### src/rtl/fetch_ctrl_pkg.sv
// fetch_ctrl_pkg: shared state encodings, constants and helpers for the fetch controller
package fetch_ctrl_pkg;
  typedef enum logic [1:0] {
    S_IDLE  = 2'd0,
    S_FETCH = 2'd1,
    S_HALT  = 2'd2,
    S_FAULT = 2'd3
  } state_t;

  localparam logic [31:0] NOP_WORD         = 32'h0000_0013;
  localparam logic [31:0] DEFAULT_RESET_PC = 32'h0000_0000;

  function automatic logic misaligned(input logic [31:0] pc, input int unsigned step);
    return (step == 4) && (pc[1:0] != 2'b00);
  endfunction
endpackage

### src/rtl/fetch_ctrl_if_id_slot.sv
// if_id_slot: single-entry pipeline register with load/flush and valid/ready handshake
module if_id_slot #(
  parameter int          W   = 32,
  parameter logic [W-1:0] NOP = '0
) (
  input  logic         clk,
  input  logic         rst,
  input  logic         i_load,
  input  logic         i_flush,
  input  logic [W-1:0] i_pc,
  input  logic [W-1:0] i_data,
  input  logic         i_ready,
  output logic         o_valid,
  output logic [W-1:0] o_pc,
  output logic [W-1:0] o_data,
  output logic         o_xfer
);
  logic         r_valid;
  logic [W-1:0] r_pc;
  logic [W-1:0] r_data;

  assign o_xfer  = r_valid && i_ready;
  assign o_valid = r_valid;
  assign o_pc    = r_pc;
  assign o_data  = r_data;

  // flush beats load; an accepted entry with no refill leaves the slot empty
  always_ff @(posedge clk) begin
    if (!rst) begin
      r_valid <= 1'b0;
      r_pc    <= '0;
      r_data  <= NOP;
    end else if (i_flush) begin
      r_valid <= 1'b0;
      r_data  <= NOP;
    end else if (i_load) begin
      r_valid <= 1'b1;
      r_pc    <= i_pc;
      r_data  <= i_data;
    end else if (o_xfer) begin
      r_valid <= 1'b0;
      r_data  <= NOP;
    end
  end
endmodule

### src/rtl/fetch_ctrl.sv
// fetch_ctrl: PC sequencing, IF/ID slot control, redirect/halt/fault FSM and fetch counter
module fetch_ctrl
  import fetch_ctrl_pkg::*;
#(
  parameter logic [31:0] RESET_PC  = DEFAULT_RESET_PC,
  parameter int unsigned PC_STEP   = 4,
  parameter logic [31:0] NOP_INSTR = NOP_WORD
) (
  input  logic        clk,
  input  logic        rst,
  output logic [31:0] imem_pc,
  input  logic [31:0] imem_instr,
  output logic        if_valid,
  output logic [31:0] if_pc,
  output logic [31:0] if_instr,
  input  logic        id_ready,
  input  logic        redirect_valid,
  input  logic [31:0] redirect_pc,
  input  logic        halt_req,
  output logic        halted,
  output logic        fault,
  output logic [31:0] fetch_count
);
  state_t      r_state;
  logic [31:0] r_pc;
  logic [31:0] r_count;
  logic        r_halted;
  logic        r_fault;
  logic        w_xfer;
  logic        w_fetch;
  logic        w_halt;
  logic        w_misal;
  logic        w_free;
  logic        w_load;
  logic        w_flush;

  assign w_fetch = r_state == S_FETCH;
  assign w_halt  = r_state == S_HALT;
  assign w_misal = misaligned(redirect_pc, PC_STEP);
  assign w_free  = !if_valid || id_ready;
  assign w_load  = w_fetch && !redirect_valid && !halt_req && w_free;
  assign w_flush = w_fetch && redirect_valid;

  assign imem_pc     = r_pc;
  assign halted      = r_halted;
  assign fault       = r_fault;
  assign fetch_count = r_count;

  if_id_slot #(.W(32), .NOP(NOP_INSTR)) u_slot (
    .clk    (clk),
    .rst    (rst),
    .i_load (w_load),
    .i_flush(w_flush),
    .i_pc   (r_pc),
    .i_data (imem_instr),
    .i_ready(id_ready),
    .o_valid(if_valid),
    .o_pc   (if_pc),
    .o_data (if_instr),
    .o_xfer (w_xfer)
  );

  // controller FSM with PC, status flags and handshake counter
  always_ff @(posedge clk) begin
    if (!rst) begin
      r_state  <= S_IDLE;
      r_pc     <= RESET_PC;
      r_count  <= '0;
      r_halted <= 1'b0;
      r_fault  <= 1'b0;
    end else begin
      if (w_xfer) r_count <= r_count + 32'd1;
      case (r_state)
        S_IDLE: r_state <= S_FETCH;
        S_FETCH: begin
          if (redirect_valid && w_misal) begin
            r_state <= S_FAULT;
            r_fault <= 1'b1;
          end else if (redirect_valid) begin
            r_pc <= redirect_pc;
          end else if (halt_req) begin
            if (w_free) begin
              r_state  <= S_HALT;
              r_halted <= 1'b1;
            end
          end else if (w_free) begin
            r_pc <= r_pc + 32'(PC_STEP);
          end
        end
        S_HALT: begin
          if (redirect_valid && w_misal) begin
            r_state  <= S_FAULT;
            r_fault  <= 1'b1;
            r_halted <= 1'b0;
          end else begin
            if (redirect_valid) r_pc <= redirect_pc;
            if (!halt_req) begin
              r_state  <= S_FETCH;
              r_halted <= 1'b0;
            end
          end
        end
        default: ;
      endcase
    end
  end

  logic w_unused;
  assign w_unused = w_halt;
endmodule

### config.mk
export PLATFORM = sky130hd
export DESIGN_NAME = fetch_ctrl
export DESIGN_NICKNAME = d
export VERILOG_FILES = /design/src/rtl/fetch_ctrl_pkg.sv /design/src/rtl/fetch_ctrl_if_id_slot.sv /design/src/rtl/fetch_ctrl.sv
export SDC_FILE = /design/constraint.sdc
export NUM_CORES = 1
export LEC_CHECK = 0
export ABC_AREA = 1
export BUFFER_PORTS_ARGS = -buffer_cell sky130_fd_sc_hd__buf_2
export CAP_MARGIN = 20
export CORE_MARGIN = 1.5
export CORE_UTILIZATION = 40
export DETAILED_ROUTE_END_ITERATION = 10
export SYNTH_ARGS = -nofsm -noshare
export SYNTH_HDL_FRONTEND = slang
export SYNTH_SLANG_ARGS = --single-unit
### constraint.sdc
create_clock -name clk -period 2.1 [get_ports clk]
set_input_delay 0.21 -clock clk [delete_from_list [all_inputs] [get_ports clk]]
set_output_delay 0.21 -clock clk [all_outputs]
set_load 0.01 [all_outputs]
# Word level (Yosys, flattened, before mapping)
# Index checks and enable logic that the tools add are counted.
totals:
  regBits: 133
  in_bits: 69
  wordCells: 73
classes:
  addsub: 2
  eq_ne: 14
  muxes: 25
  bitwise: 2
  n_reduce_logical: 22
ops:
  columns: ["op", "n"]
  rows:
  - ["32-bit two-way mux", 8]
  - ["32-bit case mux with 2 select lines", 1]
  - ["32-bit by 1-bit adder with 32-bit output, second input constant", 1]
  - ["32-bit by 3-bit adder with 32-bit output, second input constant", 1]
  - ["2-bit two-way mux", 6]
  - ["3-bit by 2-bit inequality test with 1-bit output, second input constant", 4]
  - ["6-bit AND reduction", 2]
  - ["2-bit inequality test, second input constant", 5]
  - ["1-bit two-way mux", 8]
  - ["1-bit logical AND", 6]
  - ["2-bit case mux with 3 select lines", 1]
  - ["2-bit nonzero test", 3]
  - ["5-bit AND reduction", 1]
  - ["2-bit AND reduction", 2]
  - ["2-bit OR reduction", 2]
  - ["1-bit logical NOT", 3]
  - ["3-bit by 1-bit inequality test with 1-bit output, second input constant", 1]
  - ["3-bit inequality test, second input constant", 1]
  - ["3-bit nonzero test", 1]
  - ["2-bit by 1-bit == test with 1-bit output, second input constant", 1]
  - ["2-bit == test, second input constant", 1]
  - ["2-bit logical NOT", 1]
  - ["2-bit by 1-bit inequality test with 1-bit output, second input constant", 1]
  - ["1-bit NOT", 2]
  - ["2 further kinds", 2]

# Depth between registers and ports, before layout
# Gate-level depths: netlist (run 1).
depth:
  ltp_word: 7
  mapped_depth: 13

# Hierarchy
# Synthesis (run 1) repeated with hierarchy kept, for this count alone.
unflattened:
  cells_unflattened: 1060
  hier_area_um2: 6777.8
by_module_without_submodules:
  columns: ["module", "instances", "cells_each", "area_each_um2"]
  rows:
  - ["fetch_ctrl", 1, 705, 4250.3]
  - ["if_id_slot", 1, 355, 2527.4]

# Worst setup path after synthesis (run 1)
# Ideal clock, no wire load.
synth_path:
  path_kind: "register to register"
  from: "register r_state[1]"
  to: "register r_pc[17] (netlist: imem_pc[17])"
  arrival_time_ns: 1.463
  setup_slack_ns: 0.527
  stages_incl_launch_ff: 13
  n_path_buf: 2
  period_less_slack_ns: 1.573
  cell_sequence: "dfxtp_1 inv_1 ha_1 buf_2 nor2_1 nor2_4 nand2_2 buf_2 nor2_1 nand3_1 nand3_1 nand2_1 inv_1"
synth_between:
  elab_chain_cells: 3
  word_cells_on_any_way: 10
  classes_between: "7 x eq/ne; 1 x mux; 2 x reduce/logical"
synth_lines:
  columns: ["item", "line_no", "text"]
  rows:
  - ["start: declaration", "fetch_ctrl.sv:24", "state_t r_state;"]
  - ["start signal: assignment", "fetch_ctrl.sv:66", "r_state <= S_IDLE;"]
  - ["start signal: assignment", "fetch_ctrl.sv:74", "S_IDLE: r_state <= S_FETCH;"]
  - ["start signal: assignment", "fetch_ctrl.sv:77", "r_state <= S_FAULT;"]
  - ["2-bit by 1-bit == test with 1-bit output / 2-bit == test (equally long branches)", "fetch_ctrl.sv:73", "case (r_state)"]
  - ["3-bit by 2-bit inequality test with 1-bit output (no line) (tied with other cells)", null, null]
  - ["6-bit AND reduction (no line)", null, null]
  - ["end signal: assignment", "fetch_ctrl.sv:80", "r_pc <= redirect_pc;"]
  - ["end signal: assignment", "fetch_ctrl.sv:87", "r_pc <= r_pc + 32'(PC_STEP);"]
  - ["end signal: assignment", "fetch_ctrl.sv:96", "if (redirect_valid) r_pc <= redirect_pc;"]
  - ["end: declaration", "fetch_ctrl.sv:25", "logic [31:0] r_pc;"]
# Several ways; a longest one is shown, not always the timed one.
# A chain may end at the register's enable or synchronous reset.

# Worst setup path after layout (run 1)
layout_path:
  from: "register r_state[0]"
  to: "register r_pc[4] (netlist: imem_pc[4])"
# The elaborated chain is that of the path after synthesis.

==> impl_metrics.json, run 1 <==
{
  "rows": 46,
  "fmax_mhz": 535,
  "crit_path_start": "r_state[0]",
  "power_switching_uw": 2690,
  "ys_async_sr_fraction_pct": 0,
  "grt_pass1_wl_microns": 32500,
  "global_route.overflow_total": 0,
  "core_sq_mm": 0.0160,
  "worstPathMaxFanout": 15,
  "final_nets": 1291,
  "pin_count_of_the_biggest_net_entering_global_routing": 37,
  "min_from": "imem_instr[0]",
  "final.setup_skew_ns": 0.00856,
  "detail_route.iter0.violations": 407,
  "layout-drive-gt1-share_pct": 22.9,
  "port_buffers": 199,
  "tightestPinTransition_ns": 0.478,
  "chipWidth_microns": 132,
  "gp_congestion": 0.937,
  "flop_pwr_share_pct": 37.8,
  "clockPowerShare_pct": 39.2,
  "holdWs_ns": 0.0274,
  "power.density_cell_area_mw_per_mm2": 961,
  "antenna_left": 0,
  "setup_viol_count_final": 0,
  "first_pass_iteration_count_of_the_detailed_router": 4,
  "clk_root_buffer_cell": "clkbuf_16",
  "power.share.combinational_pct": 23.0,
  "post-route-drc-count": 0,
  "post_synth_edffs": 0,
  "global_route.peak_usage_layer": "met2",
  "synth.yosys.warnings": 0,
  "cts.sink_count": 133,
  "dominantRegCellSynth": "dfxtp_1",
  "reg_to_reg_startpoint": "r_state[0]",
  "drv_cap": 0,
  "maxSlewViolCount": 0,
  "final.min_clock_period_ns": 1.87,
  "worst_setup_path_start_kind": "flop",
  "timing.critical_path.arrival_ns": 2.20,
  "io_pins": 200,
  "grt.met1_usage_pct": 29.7,
  "met2_grt_util_pct": 38.8,
  "run_status": "complete, no violations",
  "detail_route.wirelength_microns": 20300,
  "holdBufCountCts": 0,
  "netlist_area_sq_mm": 0.00661,
  "vias_per_cell": 4.90,
  "grt_setup_unrepaired": "false",
  "synth.distinct_cells": 32,
  "grtUsageMet3_pct": 4.90,
  "yosys_register_bits": 133,
  "cts_tree": "done",
  "post-cts-setup-buffer-count": 0,
  "cellInternalPower_uw": 5480,
  "global_route.usage.total_pct": 23.4,
  "die_h_microns": 132,
  "sequential_area_share_after_synthesis_pct": 40.3,
  "grt_antenna_before_repair": 0,
  "start_util_pct": 41.3,
  "worstSkewPairLatency_ns": 0.42,
  "post-dp-hpwl_microns": 15100,
  "worst_path_class_setup": "flop to flop",
  "p_leak_uw": 0.00361,
  "hold_class": "input port to flop",
  "areaGrowthSynthToFinish_pct": 28.7,
  "vdd_drop_max_mv": 0.671,
  "cts.repair.resized": 0,
  "h-tree-depth": 4,
  "detailroute.via_count": 7079,
  "cts_inserted_buffers": 17,
  "setup.worst_path.end_class": "flop",
  "synthesis.area_per_instance_sq_um": 6.46,
  "final_hold_violating_endpoints": 0,
  "swShare_pct": 32.9,
  "synthesis.nets": 1096,
  "timing.setup.tns_ns": 0,
  "relSlewSlack_pct": 68.1,
  "avgRoutedWirePerCell_microns": 14.0,
  "clk_path_buf_depth": 2,
  "insertedDiodeCount": 0,
  "worst-endpoint-required_ns": 2.43,
  "fp.dieArea_sq_mm": 0.0173,
  "clkTransAtPathRegs_ns": 0.06,
  "first_global_vias": 6491,
  "synthCells": 1022,
  "period_share_pct": 89.0
}
-- routing by layer --
metal  share of wire [%]  up-vias  routed length (microns)
li1                    -     3661                        -
met1                  46     3166                     9250
met2                  47      224                     9530
met3                 5.4       28                     1100
met4                 2.0        0                      413
met5                   0        -                        0
-- worst max-delay path: stages (launching register included) --
cell and delay (ns):
dfxtp_1 0.36, inv_1 0.07, ha_1 0.26, inv_2 0.10, nand3_1 0.07, nand2_1 0.11, nand2_2 0.13, inv_2 0.21
buf_4 0.22, o21ai_1 0.07, a211oi_1 0.19
-- flip-flops by register name, summed over array words and instances (netlist names) --
name	flops
fault	1
fetch_count	32
halted	1
imem_pc	32
r_state	2
u_slot.o_data	32
u_slot.o_pc	32
u_slot.o_valid	1
-- power by group through the flow --
stage | Combinational (uW) | Clock, uW | Sequential (uW)
CTS | 1900 | 3270 | 3080
global route | 2100 | 3390 | 3130
global placement | 1870 | 0 | 3140
detailed placement | 1880 | 0 | 3140
floorplan | 1100 | 0 | 3180
finish | 1880 | 3200 | 3090
-- synthesized netlist by cell type, types with 2 or more instances --
| library cell | number | share of area (%) |
|---|---|---|
| nand2_1 | 338 | 19 |
| nor2_1 | 153 | 8.7 |
| dfxtp_1 | 133 | 40 |
| a21oi_1 | 105 | 8.0 |
| inv_1 | 68 | 3.9 |
| nand3_1 | 55 | 4.2 |
| o21ai_0 | 30 | 2.3 |
| clkbuf_1 | 22 | 1.3 |
| buf_2 | 15 | 1.1 |
| nor3_1 | 11 | 0.83 |
| nand4_1 | 9 | 0.85 |
| nor2_2 | 9 | 0.85 |
| o21ai_1 | 9 | 0.68 |
| inv_2 | 8 | 0.45 |
| nand3b_1 | 8 | 0.91 |
| xor2_1 | 7 | 0.93 |
| xnor2_1 | 6 | 0.80 |
| ha_1 | 5 | 0.95 |
| nor2_4 | 5 | 0.85 |
| a211oi_1 | 4 | 0.45 |
| a31oi_1 | 3 | 0.28 |
| nand3_2 | 3 | 0.45 |
| o22ai_1 | 3 | 0.28 |
| buf_4 | 2 | 0.23 |
| nand2_2 | 2 | 0.19 |
| nor3_2 | 2 | 0.30 |
| or2_2 | 2 | 0.19 |
-- stage by stage --
step           util, %  setup WS (ns)  power, uW  std cells  cell area, sq um
2_1_floorplan        -          0.527       4280       1022              6610
3_3_place_gp      49.2          0.310       5010       1414              7880
5_1_grt           53.1        0.00471       8620       1446              8500
6_report          53.1          0.232       8170       1446              8500
3_5_place_dp      49.2          0.278       5020       1414              7880
4_1_cts           53.1          0.215       8250       1446              8500
-- layout make-up --
class / count / area [sq um]
Inverter: 76 / 285
Timing Repair Buffer: 216 / 1170
Fill cell: 1676 / 7500
Tap cell: 216 / 270
Clock buffer: 18 / 429
Sequential cell: 133 / 2660
Clock inverter: 14 / 199
Multi-Input combinational cell: 773 / 3480
-- worst paths after layout --
kind / slack [ns] / to / depth (start not counted)
worst max register to register: 0.23 / imem_pc[4] / 10
worst min-delay path: 0.03 / u_slot.o_data[0] / 3
worst min register to register: 0.46 / fault / 2
worst max-delay path: 0.23 / imem_pc[4] / 10
-- cell families after synthesis --
group	count (synthesis)	share of synthesized area, %
fa+ha+maj	5	0.947
buf+inv	116	6.99
compound gates	156	12.2
flops	133	40.3
simple gates	599	37.9
xor+xnor	13	1.72
-- placed cells by master, fill, tap and decap left out, drive strengths merged, types with 5 or more instances in the layout --
cell type    n
xor2         7
clkbuf      18
nand4       10
dfxtp      133
nor3        13
nand3b       8
ha           5
nand3       58
buf        216
a21oi      105
o21ai       39
xnor2        6
inv         80
nor2       167
nand2      341
Note: power is estimated with default switching activity, not from simulation.
==> run 2, diff against run 1 <==
Settings changed: RECOVER_POWER set to 25, REMOVE_ABC_BUFFERS set to 1.
==> run 2 against run 1 <==
Against the previous run:
- sequential share of layout area is 0.28 points higher
- hold slack worse by 0.0091 ns
- global-route usage is 0.54 points higher
- cell count down 0.14%
==> impl_metrics.json, run 2 (synthesis gave the netlist of run 1 again) <==
{
  "run_status": "complete, no violations",
  "maxSlewViolCount": 0,
  "finalNonFillerCells": 1444,
  "worstSkewPairLatency_ns": 0.42,
  "final_nets": 1290,
  "cts.sink_count": 133,
  "placed_cells": 1413,
  "detail_route.wirelength_microns": 20700,
  "chipWidth_microns": 132,
  "areaGrowthSynthToFinish_pct": 27.6,
  "flop_pwr_share_pct": 37.7,
  "setup_viol_count_final": 0,
  "power.share.combinational_pct": 22.2,
  "io_pins": 200,
  "setup.worst_path.end_class": "flop",
  "period_share_pct": 84.6,
  "pin_count_of_the_biggest_net_entering_global_routing": 57,
  "rows": 46,
  "cts_tree": "done",
  "tightestPinTransition_ns": 0.510,
  "first_global_vias": 6647,
  "fp.dieArea_sq_mm": 0.0173,
  "grt_antenna_before_repair": 0,
  "vias_per_cell": 4.95,
  "first_pass_iteration_count_of_the_detailed_router": 5,
  "timing.setup.tns_ns": 0,
  "core_sq_mm": 0.0160,
  "filler_cell_count": 1701,
  "h-tree-depth": 4,
  "cellInternalPower_uw": 5610,
  "post-dp-hpwl_microns": 15300,
  "final.setup_skew_ns": 0.00581,
  "power_switching_uw": 2610,
  "critical_path.max_stage_delay_ns": 0.37,
  "crit_slowest_cell": "dfxtp_1",
  "hold_class": "input port to flop",
  "postLayoutCoreUtil_pct": 52.7,
  "p_leak_uw": 0.00335,
  "drv_cap": 0,
  "detail_route.iter0.violations": 432,
  "clkTransAtPathRegs_ns": 0.06,
  "finish.instance_area_sq_mm": 0.00843,
  "final_hold_violating_endpoints": 0,
  "place_area_sq_mm": 0.00786,
  "swShare_pct": 31.8,
  "start_util_pct": 41.3,
  "multiInputGateArea_sq_mm": 0.00348,
  "crit_path_cell_trace": "inv_1, ha_1, nor2_1, nor2_4, nand2_2, buf_4, nor2_1, xnor2_1, a21oi_1",
  "clk_path_buf_depth": 2,
  "post-cts-setup-buffer-count": 0,
  "vdd_drop_max_mv": 0.623,
  "holdBufCountCts": 0,
  "cpLargestDelayFamily": "simple AND/OR/NAND/NOR gates",
  "crit_top_cell": "nor2_1",
  "global_route.usage.total_pct": 23.9,
  "layout-drive-gt1-share_pct": 17.5,
  "fmax_mhz": 563,
  "critPathBufInv": 2,
  "clockPowerShare_pct": 40.2,
  "cts_inserted_buffers": 17,
  "grt_pass1_wl_microns": 33500,
  "global_route.overflow_total": 0,
  "power.density_cell_area_mw_per_mm2": 975,
  "post-route-worst-setup-slack_ns": 0.324,
  "die_h_microns": 132,
  "final_common_cell": "nand2_1",
  "timing.critical_path.arrival_ns": 2.08,
  "worst-endpoint-required_ns": 2.41,
  "final.min_clock_period_ns": 1.78,
  "worstPathMaxFanout": 31,
  "port_buffers": 199,
  "relSlewSlack_pct": 65.9,
  "insertedDiodeCount": 0,
  "cts.repair.resized": 0,
  "avgRoutedWirePerCell_microns": 14.4,
  "gp_congestion": 0.887,
  "worst_setup_path_start_kind": "flop",
  "clk_root_buffer_cell": "clkbuf_16",
  "grt_setup_unrepaired": "false",
  "post_placement_worst_setup_slack_ns": 0.326,
  "detailroute.via_count": 7144,
  "post-route-drc-count": 0,
  "worst_path_class_setup": "flop to flop",
  "antenna_left": 0,
  "layout.cells.most_common_list": "338 x nand2_1, 152 x nor2_1, 134 x buf_2",
  "final-seq-area_sq_mm": 0.00266
}
[run 2: changes by cell type in the layout (fill, tap and decap cells not counted), sizes merged]
cell      previous run  this run
inv                 80        76
buf                216       150
clkinvlp             4         1
clkbuf              18        89
[run 2: power by group through the flow]
stage / Sequential, uW / Clock, uW / Combinational, uW
2_1_floorplan: 3180 / 0 / 999
5_1_grt: 3130 / 3450 / 2050
4_1_cts: 3090 / 3340 / 1860
3_3_place_gp: 3140 / 0 / 1850
3_5_place_dp: 3140 / 0 / 1850
6_report: 3100 / 3300 / 1820
[run 2: worst paths after layout]
check	from	end	slack, ns	depth (start not counted)
max	r_state[1]	imem_pc[14]	0.32	9
min	imem_instr[1]	u_slot.o_data[1]	0.02	3
max reg2reg	r_state[1]	imem_pc[14]	0.32	9
min reg2reg	fault	fault	0.46	2
[run 2: routing by layer]
| metal | wire, microns | track usage [%] | vias up |
|---|---|---|---|
| li1 | - | - | 3659 |
| met1 | 9020 | 28.9 | 3217 |
| met2 | 10200 | 42.0 | 239 |
| met3 | 1150 | 5.32 | 29 |
| met4 | 376 | 7.65 | 0 |
| met5 | 0 | 0 | - |
[run 2: area by class of cell]
class                   count  area share (%)
multi-input cells         773            41.3
flip-flops and latches    133            31.6
repair buffers            215            12.7
clock buffers              24            6.07
inverters                  76            3.39
well taps                 216            3.21
clock inverters             7            1.68
[run 2: stage by stage]
step	hold WS, ns	power [uW]
6_report	0.0182	8210
4_1_cts	0.00870	8290
3_3_place_gp	0.437	4990
3_5_place_dp	0.443	4990
5_1_grt	0.0242	8630
2_1_floorplan	0.308	4180
[run 2: worst reg2reg max path, stage by stage, from the launching register on]
cell	delay, ns
dfxtp_1	0.37
inv_1	0.06
ha_1	0.27
nor2_1	0.20
nor2_4	0.07
nand2_2	0.08
buf_4	0.31
nor2_1	0.10
xnor2_1	0.14
a21oi_1	0.08
